===== config.mk =====
export PLATFORM = sky130hd
export DESIGN_NAME = prog_pulser
export DESIGN_NICKNAME = d
export VERILOG_FILES = /design/src/rtl/prog_pulser.sv
export SDC_FILE = /design/constraint.sdc
export NUM_CORES = 1
export LEC_CHECK = 0
export ABC_CLOCK_PERIOD_IN_PS = 8100
export CAP_MARGIN = 25
export CELL_PAD_IN_SITES_DETAIL_PLACEMENT = 1
export CELL_PAD_IN_SITES_GLOBAL_PLACEMENT = 1
export CORE_ASPECT_RATIO = 2
export CORE_MARGIN = 4
export CORE_UTILIZATION = 49
export CTS_CLUSTER_DIAMETER = 200
export CTS_CLUSTER_SIZE = 8
export DETAILED_ROUTE_END_ITERATION = 12
export GPL_ROUTABILITY_DRIVEN = 0
export GPL_TIMING_DRIVEN = 1
export PLACE_DENSITY = 0.89
export SLEW_MARGIN = 20
export SYNTH_ARGS = -nofsm -noshare
export SYNTH_HDL_FRONTEND = slang
export SYNTH_SLANG_ARGS = --single-unit

===== constraint.sdc =====
create_clock -name clk -period 8.1 [get_ports clk]
set_clock_uncertainty 0.2 [all_clocks]
set_input_delay 2.43 -clock clk [delete_from_list [all_inputs] [get_ports clk]]
set_output_delay 2.43 -clock clk [all_outputs]
set_load 0.02 [all_outputs]

===== src/rtl/prog_pulser.sv =====
// prog_pulser: run-time programmable pulse and tick generator.
//
// Drives a PWM-style pulse `p` and a one-cycle `tick` strobe at the end of
// each period. It runs free (mode=0) or as a single triggered shot (mode=1).
// Period and high-width can be reloaded while running without glitching the
// current period.
//
// Ports:
//   clk        system clock, all logic on posedge
//   rst_n      synchronous active-low reset
//   en         run enable; low forces IDLE
//   mode       0 = free-run, 1 = one-shot (sampled only in IDLE)
//   trig       one-shot start; phase resync in free-run
//   load       one-cycle request to load period_in/width_in
//   period_in  requested period in cycles (>= 1)
//   width_in   requested high-width in cycles (<= period_in)
//   p          registered pulse output
//   tick       registered one-cycle strobe at the end of each period
//   busy       high while running or in a shot
//   cfg_err    one-cycle strobe when a load is rejected
module prog_pulser #(
    parameter int unsigned      CNT_W      = 33,
    parameter logic [CNT_W-1:0] DEF_PERIOD = CNT_W'(6250000),
    parameter logic [CNT_W-1:0] DEF_WIDTH  = CNT_W'(2500000)
) (
    input  logic             clk,
    input  logic             rst_n,
    input  logic             en,
    input  logic             mode,
    input  logic             trig,
    input  logic             load,
    input  logic [CNT_W-1:0] period_in,
    input  logic [CNT_W-1:0] width_in,
    output logic             p,
    output logic             tick,
    output logic             busy,
    output logic             cfg_err
);

    typedef enum logic [1:0] {
        StIdle,
        StRun,
        StShot
    } state_e;

    state_e           state_q, state_d;
    logic [CNT_W-1:0] count_q, count_d;
    logic [CNT_W-1:0] period_q, period_d;
    logic [CNT_W-1:0] width_q, width_d;
    logic [CNT_W-1:0] pend_period_q, pend_period_d;
    logic [CNT_W-1:0] pend_width_q, pend_width_d;
    logic             pend_valid_q, pend_valid_d;
    logic             p_q, p_d;
    logic             tick_q, tick_d;
    logic             busy_q, busy_d;
    logic             cfg_err_q, cfg_err_d;

    logic active;
    logic at_end;
    logic cfg_ok;
    logic load_ok;
    logic apply_evt;

    always_ff @(posedge clk) begin
        if (!rst_n) begin
            state_q       <= StIdle;
            count_q       <= '0;
            period_q      <= DEF_PERIOD;
            width_q       <= DEF_WIDTH;
            pend_period_q <= '0;
            pend_width_q  <= '0;
            pend_valid_q  <= 1'b0;
            p_q           <= 1'b0;
            tick_q        <= 1'b0;
            busy_q        <= 1'b0;
            cfg_err_q     <= 1'b0;
        end else begin
            state_q       <= state_d;
            count_q       <= count_d;
            period_q      <= period_d;
            width_q       <= width_d;
            pend_period_q <= pend_period_d;
            pend_width_q  <= pend_width_d;
            pend_valid_q  <= pend_valid_d;
            p_q           <= p_d;
            tick_q        <= tick_d;
            busy_q        <= busy_d;
            cfg_err_q     <= cfg_err_d;
        end
    end

    always_comb begin
        state_d       = state_q;
        count_d       = count_q;
        period_d      = period_q;
        width_d       = width_q;
        pend_period_d = pend_period_q;
        pend_width_d  = pend_width_q;
        pend_valid_d  = pend_valid_q;
        apply_evt     = 1'b0;

        active  = (state_q != StIdle);
        // count never exceeds period_q-1, so this is the last cycle of a period
        at_end  = (count_q == period_q - CNT_W'(1));
        cfg_ok  = (period_in != '0) && (width_in <= period_in);
        load_ok = load && cfg_ok;

        case (state_q)
            StIdle: begin
                count_d = '0;
                if (en) begin
                    if (!mode) begin
                        state_d = StRun;
                    end else if (trig) begin
                        state_d = StShot;
                    end
                end
            end
            StRun: begin
                if (!en) begin
                    state_d = StIdle;
                    count_d = '0;
                end else if (trig || at_end) begin
                    // Wrap or phase resync: both are safe points to swap config
                    count_d   = '0;
                    apply_evt = 1'b1;
                end else begin
                    count_d = count_q + CNT_W'(1);
                end
            end
            StShot: begin
                if (!en) begin
                    state_d = StIdle;
                    count_d = '0;
                end else if (at_end) begin
                    state_d   = StIdle;
                    count_d   = '0;
                    apply_evt = 1'b1;
                end else begin
                    count_d = count_q + CNT_W'(1);
                end
            end
            default: begin
                state_d = StIdle;
                count_d = '0;
            end
        endcase

        // Config update: direct in IDLE, at a period boundary when running,
        // otherwise parked in the shadow until the next boundary.
        if (!active) begin
            if (load_ok) begin
                period_d     = period_in;
                width_d      = width_in;
                pend_valid_d = 1'b0;
            end
        end else if (apply_evt) begin
            if (load_ok) begin
                // Same-cycle load beats any older shadow contents
                period_d     = period_in;
                width_d      = width_in;
                pend_valid_d = 1'b0;
            end else if (pend_valid_q) begin
                period_d     = pend_period_q;
                width_d      = pend_width_q;
                pend_valid_d = 1'b0;
            end
        end else if (load_ok) begin
            pend_period_d = period_in;
            pend_width_d  = width_in;
            pend_valid_d  = 1'b1;
        end

        p_d       = active && (count_q < width_q);
        tick_d    = active && at_end;
        busy_d    = (state_d != StIdle);
        cfg_err_d = load && !cfg_ok;
    end

    assign p       = p_q;
    assign tick    = tick_q;
    assign busy    = busy_q;
    assign cfg_err = cfg_err_q;

endmodule


Word-level counts from Yosys, hierarchy flattened

Index checks and enable logic that the tools add are counted.

Add/subtract/negate cells: 2
Order comparisons: 2
Equality and inequality tests: 5
Muxes and demuxes: 31
Bitwise gates (word level): 1
Reduce and logical (&&, ||, !) cells: 16

Operators by type and width:

| kind                                                                  | number |
|---|---|
| 33-bit two-way mux                                                    | 14 |
| 33-bit one-hot mux with 2 select lines                                | 1 |
| 33-bit by 1-bit adder with 33-bit output, second input constant       | 1 |
| 33-bit equality test                                                  | 1 |
| 33-bit less-or-equal comparator                                       | 1 |
| 33-bit < comparator                                                   | 1 |
| 33-bit nonzero test                                                   | 1 |
| 33-bit by 1-bit subtractor with 33-bit output, second input constant  | 1 |
| 2-bit two-way mux                                                     | 6 |
| 1-bit two-way mux                                                     | 8 |
| 2-bit nonzero test                                                    | 4 |
| 2-bit one-hot mux with 3 select lines                                 | 1 |
| 3-bit AND reduction                                                   | 2 |
| 1-bit logical AND                                                     | 5 |
| 3-bit != test, second input constant                                  | 1 |
| 2-bit by 1-bit equality test with 1-bit output, second input constant | 1 |
| 2-bit equality test, second input constant                            | 1 |
| 2-bit zero test                                                       | 1 |
| 2-bit by 1-bit != test with 1-bit output, second input constant       | 1 |
| 1-bit one-hot mux with 2 select lines                                 | 1 |
| 2-bit AND reduction                                                   | 1 |
| 1-bit zero test                                                       | 1 |
| 1-bit logical OR                                                      | 1 |
| 1-bit inverter                                                        | 1 |

Flip-flop bits (word level): 172
Bits of input ports: 72
Output and inout port bits: 4
Word-level logic and storage cells: 68

Depth between registers and ports, before layout

Gate-level depths: netlist of run 1.

Depth in word-level cells: 8
Depth in mapped cells: 14
Depth with buffers taken out: 11

Least setup slack after synthesis of run 1

OpenSTA, ideal clock, no wires.

Path type: input to register
Start point: input port period_in[2]
End point: register pend_period_q[0]
Setup time: 72 ps
Arrival: 5481 ps
Required time: 7828 ps
Path slack: 2347 ps
Cell stages on the path: 12
Buffers on the path: 2
Path through: inv_1 > ha_1 > a21o_1 > a21o_1 > a221o_1 > a221o_1 > a2111oi_0 > o211ai_1 > a211oi_1 > buf_2 > buf_2 > mux2i_1

Cells in the longest elaborated chain, start to end: 4
Elaborated cells between the ends (all ways): 5
Classes of those cells: 1 x order compare; 4 x reduce/logical

Ends and longest elaborated chain:

| what                                                                          | line | text |
|---|---|---|
| start: declaration                                                            | 32   | `input logic [CNT_W-1:0] period_in,` |
| 33-bit less-or-equal comparator / 33-bit nonzero test (equally long branches) | 105  | `cfg_ok = (period_in != '0) && (width_in <= period_in);` |
| 1-bit logical AND *                                                           | 105  |  |
| 1-bit logical AND *                                                           | 106  | `load_ok = load && cfg_ok;` |
| 3-bit AND reduction (no source line) *                                        | --   |  |
| end signal: assignment                                                        | 82   | `pend_period_q <= pend_period_d;` |
| end: declaration                                                              | 50   | `logic [CNT_W-1:0] pend_period_q, pend_period_d;` |

Every way passes the cells marked *; elsewhere a longest branch is shown, timed or not.
A chain may end at the register's enable or synchronous reset.

Worst setup path in the final report of run 1

Start point: input port period_in[2]
End point: register period_q[13]

Cells in the longest elaborated chain, start to end: 6
Elaborated cells between the ends (all ways): 10
Classes of those cells: 1 x order compare; 1 x eq/ne; 3 x mux; 5 x reduce/logical

Ends and longest elaborated chain:

| what                                                                          | line | text |
|---|---|---|
| 33-bit less-or-equal comparator / 33-bit nonzero test (equally long branches) | 105  |  |
| 1-bit logical AND *                                                           | 105  |  |
| 1-bit logical AND *                                                           | 106  |  |
| 33-bit two-way mux                                                            | 158  | `if (load_ok) begin` |
| 33-bit two-way mux                                                            | 157  | `end else if (apply_evt) begin` |
| 33-bit two-way mux                                                            | 151  | `if (!active) begin` |
| end signal: assignment                                                        | 80   | `period_q <= period_d;` |
| end: declaration                                                              | 48   | `logic [CNT_W-1:0] period_q, period_d;` |

Every way passes the cells marked *; elsewhere a longest branch is shown, timed or not. The select of a mux whose other input is x is not followed.

==> results.md, run 1 <==
- Post-Syn Area per Cell: roughly 8 µm²
- Vias in the first global route: 10900
- Switching share of total power: 0.318
- Root Driver: clkbuf_16
- Worst slew pin tran: 1010 ps
- Final net count: 1507
- Vias: 10300
- Syn Nets: 1493
- Initial antenna violation count: 0
- Fillers: between 2000 and 3000
- DRT antenna net count: 0
- Layout cell share with drive strength beyond 1: 0.0792
- Flop2flop setup slack: 2530 ps
- Hold Violations, Final: 0
- Std cell rows: 76
- Layout Cells excl Fill: roughly 1700
- Unrepaired setup endpoints after global routing: false
- Reg clk slew, reported paths: 70 ps
- Design Power: 2240 µW
- Internal: 1530 µW
- Largest net degree at the start of global routing: 108
- Critical path type: input pin to flop
- Global-route wire length before repair: 56.7 mm
- Port Buffer Count: 75
- Worst relative slew slack: 0.322
- DRC viols: 0
- # Max-Cap Violations: 0
- Instance count on the critical path: 13
- Initial core utilization: 0.500
- Yosys reg bits: approximately 170
- Period utilization: 0.786
- Post-CTS Setup Inserts: 0
- Clk_lat worst skew: 450 ps
- Number of synthesized flops with an enable pin: 0
- Portion of total power attributed to sequential cells: 0.432
- IO Pins: 76
- PostCTS Resize Cnt: 0
- Placed cells: ~1600
- Clock Tree Buf Depth: 2
- CTS tree: built
- Die height: 218 µm
- Setup TNS Final: 0 ps
- Final Max Tran Viols: 0
- Reg-to-reg endpoint: period_q[13]
- CP startpoint: period_in[2]
- FFs w/ async S/R, synth: 0
- CP Cell Sequence: clkdlybuf4s50_1, inv_1, ha_1, a21o_1, a21o_1, a221o_1, a221o_1, a2111oi_0, o211ai_1, buf_4, a22oi_2, buf_4, o221a_1
- Synth warn: 0
- Area delta synth->final: 12.9%
- DP HPWL: 25.2 mm
- CP max stage cell: buf_4
- Endpoints failing setup: 0
- Status: finished, final reports clean
- R2r worst-path depth: 12
- Gr usage total: 0.289
- Synthesized area: 10800 µm²
- Critical path endpoint: period_q[13]
- Core footprint: approximately 22000 µm²
- Clk pwr share: 0.355
- Critical Path RT: 8280 ps
- Hold buffers post-CTS: 0
- Initial DRC count: 435
- Main synth FF type: dfxtp_1
- Power share of the combinational group: 0.214
- CP top delay family: compound AO/OA/AOI/OAI gates
- Vias per Instance: 6.22
- WP data arrival: 6540 ps
- Total Die Area: 24700 µm²
- Htree depth: 4
- WP buf/inv: 4
- Power per cell area: roughly 180 nW/µm²
- CP Max Fanout: 66
- Crit path capture type: flop
- Fmax: between 150 and 200 MHz
- Total CTS buffers: 17
- Slowest stage delay, CP: 700 ps
- Overflow after GRT: 0
- Crit start category: input pin
- Leak Pwr: 0.00496 µW
- # diodes: 0
- DIE WIDTH: 113 µm
- Worst flop-to-flop path startpoint: period_q[0]
- Mapped Cells: 1350
- Register area share after synthesis: 0.317
- Worst min-delay path class: flop to flop
- First-pass iteration count of the detailed router: 5
- Final min period: about 6400 ps
- Clock tree sinks: 172
- Peak VDD IR: approximately 0.14 mV
- Drt wl/cell: 21.7 µm
- Yosys cell types: 65
- Total wire length: 35.8 mm
- Psw: 713 µW
metrics by stage:
step	area, µm²	hold WS [ps]	setup slack (ps)	utilization
floorplan	10800	235	2350	-
global placement	11700	242	1510	0.538
detailed placement	11700	253	1380	0.538
CTS	12200	264	1840	0.563
global route	12200	283	1430	0.565
finish	12200	261	1730	0.565
synth_stat cells (6+ instances only):
cell	n	share of area
o221a_2	26	0.027
clkbuf_1	70	0.024
o211ai_1	9	0.0062
or4_1	9	0.0062
buf_2	14	0.0065
o221a_1	20	0.021
nor2_1	178	0.062
and3_1	10	0.0058
a31oi_1	6	0.0035
nand3_1	24	0.011
nand4_1	33	0.019
inv_1	81	0.028
mux2i_1	71	0.066
nor2b_1	7	0.0040
o21ai_0	38	0.018
nand2b_1	16	0.0092
a2bb2oi_2	20	0.028
nor4_1	20	0.012
xor2_1	35	0.028
a21o_1	26	0.018
dfxtp_1	172	0.32
xnor2_1	36	0.029
a21oi_1	70	0.032
nand2_1	194	0.067
nor3_1	14	0.0065
ha_1	71	0.082
metal layers:
metal / global-route usage / share of wire
met1: 0.303 / 0.37
met2: 0.533 / 0.53
met5: 0 / 0
met3: 0.0441 / 0.034
met4: 0.174 / 0.065
layout make-up:
class,instances,area [µm²],share of cell area
inverters,81,304,0.0248
flip-flops and latches,172,3440,0.281
repair buffers,86,867,0.0708
well taps,273,342,0.0279
clock buffers,19,433,0.0354
clock inverters,13,119,0.00971
multi-input cells,1006,6730,0.550
power groups by stage:
stage	combinational (µW)	sequential [µW]	clock (µW)
6_report	479	968	795
5_1_grt	521	972	839
4_1_cts	473	964	809
3_5_place_dp	461	980	0
3_3_place_gp	440	976	0
2_1_floorplan	335	949	0
worst register-to-register path, stage by stage, from the launching register on:
cell and delay, ps:
dfxtp_1 400, inv_1 110, ha_1 460, or4b_1 660
nor4_2 340, mux2_2 390, mux2i_1 350, nand3_1 140
or4_1 630, or4_4 550, a22oi_2 180, buf_4 700
o221a_1 390
state kept, by name, summed over array words and instances, names as in the netlist, 2 cells and up:
register,count
count_q,33
pend_period_q,33
pend_width_q,33
period_q,33
width_q,33
state_q,2
kinds of logic after synthesis:
kind of cell / after synthesis / share of synthesized area
simple gates: 543 / 0.231
fa+ha+maj: 71 / 0.0819
compound gates: 248 / 0.180
flops: 172 / 0.317
xor+xnor: 71 / 0.0573
buf+inv: 172 / 0.0646
mux: 73 / 0.0676
how the worst min path moves through the flow:
stage                              to               from  cells past startpoint
finish                pend_width_q[2]    pend_width_q[2]                      2
global route          pend_width_q[0]    pend_width_q[0]                      2
CTS                  pend_width_q[15]   pend_width_q[15]                      2
detailed placement   pend_width_q[15]   pend_width_q[15]                      2
global placement    pend_period_q[13]  pend_period_q[13]                      2
floorplan            pend_period_q[0]   pend_period_q[0]                      2
placed cells by master, fill, tap and decap left out, drive strengths merged, types with 6 or more instances in the layout:
cell / n
a21oi: 70
nor2b: 7
and2: 6
clkdlybuf4s50: 74
a2bb2oi: 20
dfxtp: 172
nor2: 178
o211ai: 9
a31oi: 6
nor4: 22
a21o: 26
ha: 71
xor2: 35
buf: 12
and3: 10
nand3: 24
mux2i: 71
clkbuf: 19
nand4: 33
o221a: 46
inv: 84
o21ai: 38
xnor2: 36
nor3: 16
nand2: 195
nand2b: 16
or4: 11
No activity file was read; power rests on OpenSTA's default activity.
==> run 2, diff against run 1 <==
ABC_CLOCK_PERIOD_IN_PS = 6300   (was 8100)
CORE_UTILIZATION = 45   (was 49)
PLACE_DENSITY = 0.83   (was 0.89)
clock period = 6.3 ns   (was 8.1 ns; I/O delays follow)
==> results.md, run 2 (synthesis gave the netlist of run 1 again) <==
- Status: finished, final reports clean
- Setup TNS Final: 0 ps
- Clock tree sinks: 172
- Most frequent cells in the layout: nand2_1 (193), nor2_1 (178), dfxtp_1 (172)
- Initial antenna violation count: 0
- Reg clk slew, reported paths: ~70 ps
- Hold buffers post-CTS: 0
- Multi-input gate area: 6730 µm²
- Worst min-delay path class: flop to flop
- Worst slew pin tran: between 900 and 1000 ps
- Commonest non-fill, non-tap cell in the layout: nand2_1
- CTS tree: built
- Post-CTS Setup Inserts: 0
- Layout cell share with drive strength beyond 1: 0.0832
- # Max-Cap Violations: 0
- Worst relative slew slack: 0.376
- Drt wl/cell: 20.9 µm
- Clk_lat worst skew: 460 ps
- First-pass iteration count of the detailed router: 5
- Final min period: 5600 ps
- Leak Pwr: ~0.005 µW
- Vias: 9983
- Port Buffer Count: 75
- Area delta synth->final: 14.5%
- Htree depth: 4
- Fmax: 179 MHz
- Period utilization: 0.889
- Core footprint: ~24000 µm²
- Endpoints failing setup: 0
- Gr usage total: 0.260
- Vias per Instance: 5.98
- Unrepaired setup endpoints after global routing: false
- Std cell rows: 80
- Crit path capture type: flop
- PostCTS Resize Cnt: 0
- Overflow after GRT: 0
- Final net count: 1514
- Design Power: 2970 µW
- # diodes: 0
- Initial DRC count: 553
- Clock Tree Buf Depth: 2
- CP Max Fanout: 27
- Vias in the first global route: 10700
- Initial core utilization: 0.455
- Total wire length: between 30 and 40 mm
- Final Max Tran Viols: 0
- Total CTS buffers: 17
- Crit start category: input pin
- Peak VDD IR: ~0.15 mV
- Fillers: 2875
- Fin util: 0.521
- DRT antenna net count: 0
- Global-route wire length before repair: 55.7 mm
- DP HPWL: 25.3 mm
- WHS: 262 ps
- Die height: 228 µm
- IO Pins: 76
- Root Driver: clkbuf_16
- Total Die Area: roughly 27000 µm²
- WP data arrival: between 5000 and 6000 ps
- Power per cell area: 239 nW/µm²
- Hold Violations, Final: 0
- Sequential cell area: 3440 µm²
- DIE WIDTH: 118 µm
- Critical path type: input pin to flop
- Critical Path RT: 6460 ps
- Largest net degree at the start of global routing: 111
- DRC viols: 0
-- run 2: metal layers --
| layer | share of wire | track usage |
|---|---|---|
| met1 | 0.38 | 0.273 |
| met2 | 0.54 | 0.500 |
| met3 | 0.025 | 0.0316 |
| met4 | 0.049 | 0.144 |
| met5 | 0 | 0 |
-- run 2: power by group --
part | total (µW) | switching [µW] | internal [µW]
combinational | 614 | 346 | 269
clock | 1110 | 471 | 641
sequential | 1240 | 83.0 | 1160
total | 2970 | 900 | 2070
-- run 2: metrics by stage --
step	instance area (µm²)	instances	worst slack, ps
global route	12400	1669	561
global placement	11800	1638	458
floorplan	10800	1350	1090
detailed placement	11800	1638	342
CTS	12400	1668	745
finish	12400	1669	700
-- run 2: final cells by class --
class	instances	share of cell area
Multi-Input combinational cell	1006	0.542
Sequential cell	172	0.277
Timing Repair Buffer	93	0.0791
Clock buffer	20	0.0368
Tap cell	287	0.0289
Inverter	81	0.0245
Clock inverter	10	0.0114
-- run 2: final timing paths --
| path | to | depth (start not counted) | slack, ps | from |
|---|---|---|---|---|
| max | pend_period_q[15] | 14 | 700 | period_in[2] |
| min | pend_width_q[6] | 2 | 260 | pend_width_q[6] |
| max reg2reg | count_q[9] | 12 | 1320 | period_q[0] |
| min reg2reg | pend_width_q[6] | 2 | 260 | pend_width_q[6] |
-- run 2: worst max-delay path, cell delays in order --
cell	delay, ps
clkdlybuf4s50_1	530
inv_1	60
ha_1	310
a21o_1	160
a21o_1	170
a221o_1	310
a221o_1	340
a2111oi_0	520
o211ai_1	240
buf_12	220
a211oi_4	280
buf_12	230
buf_12	190
mux2i_1	280
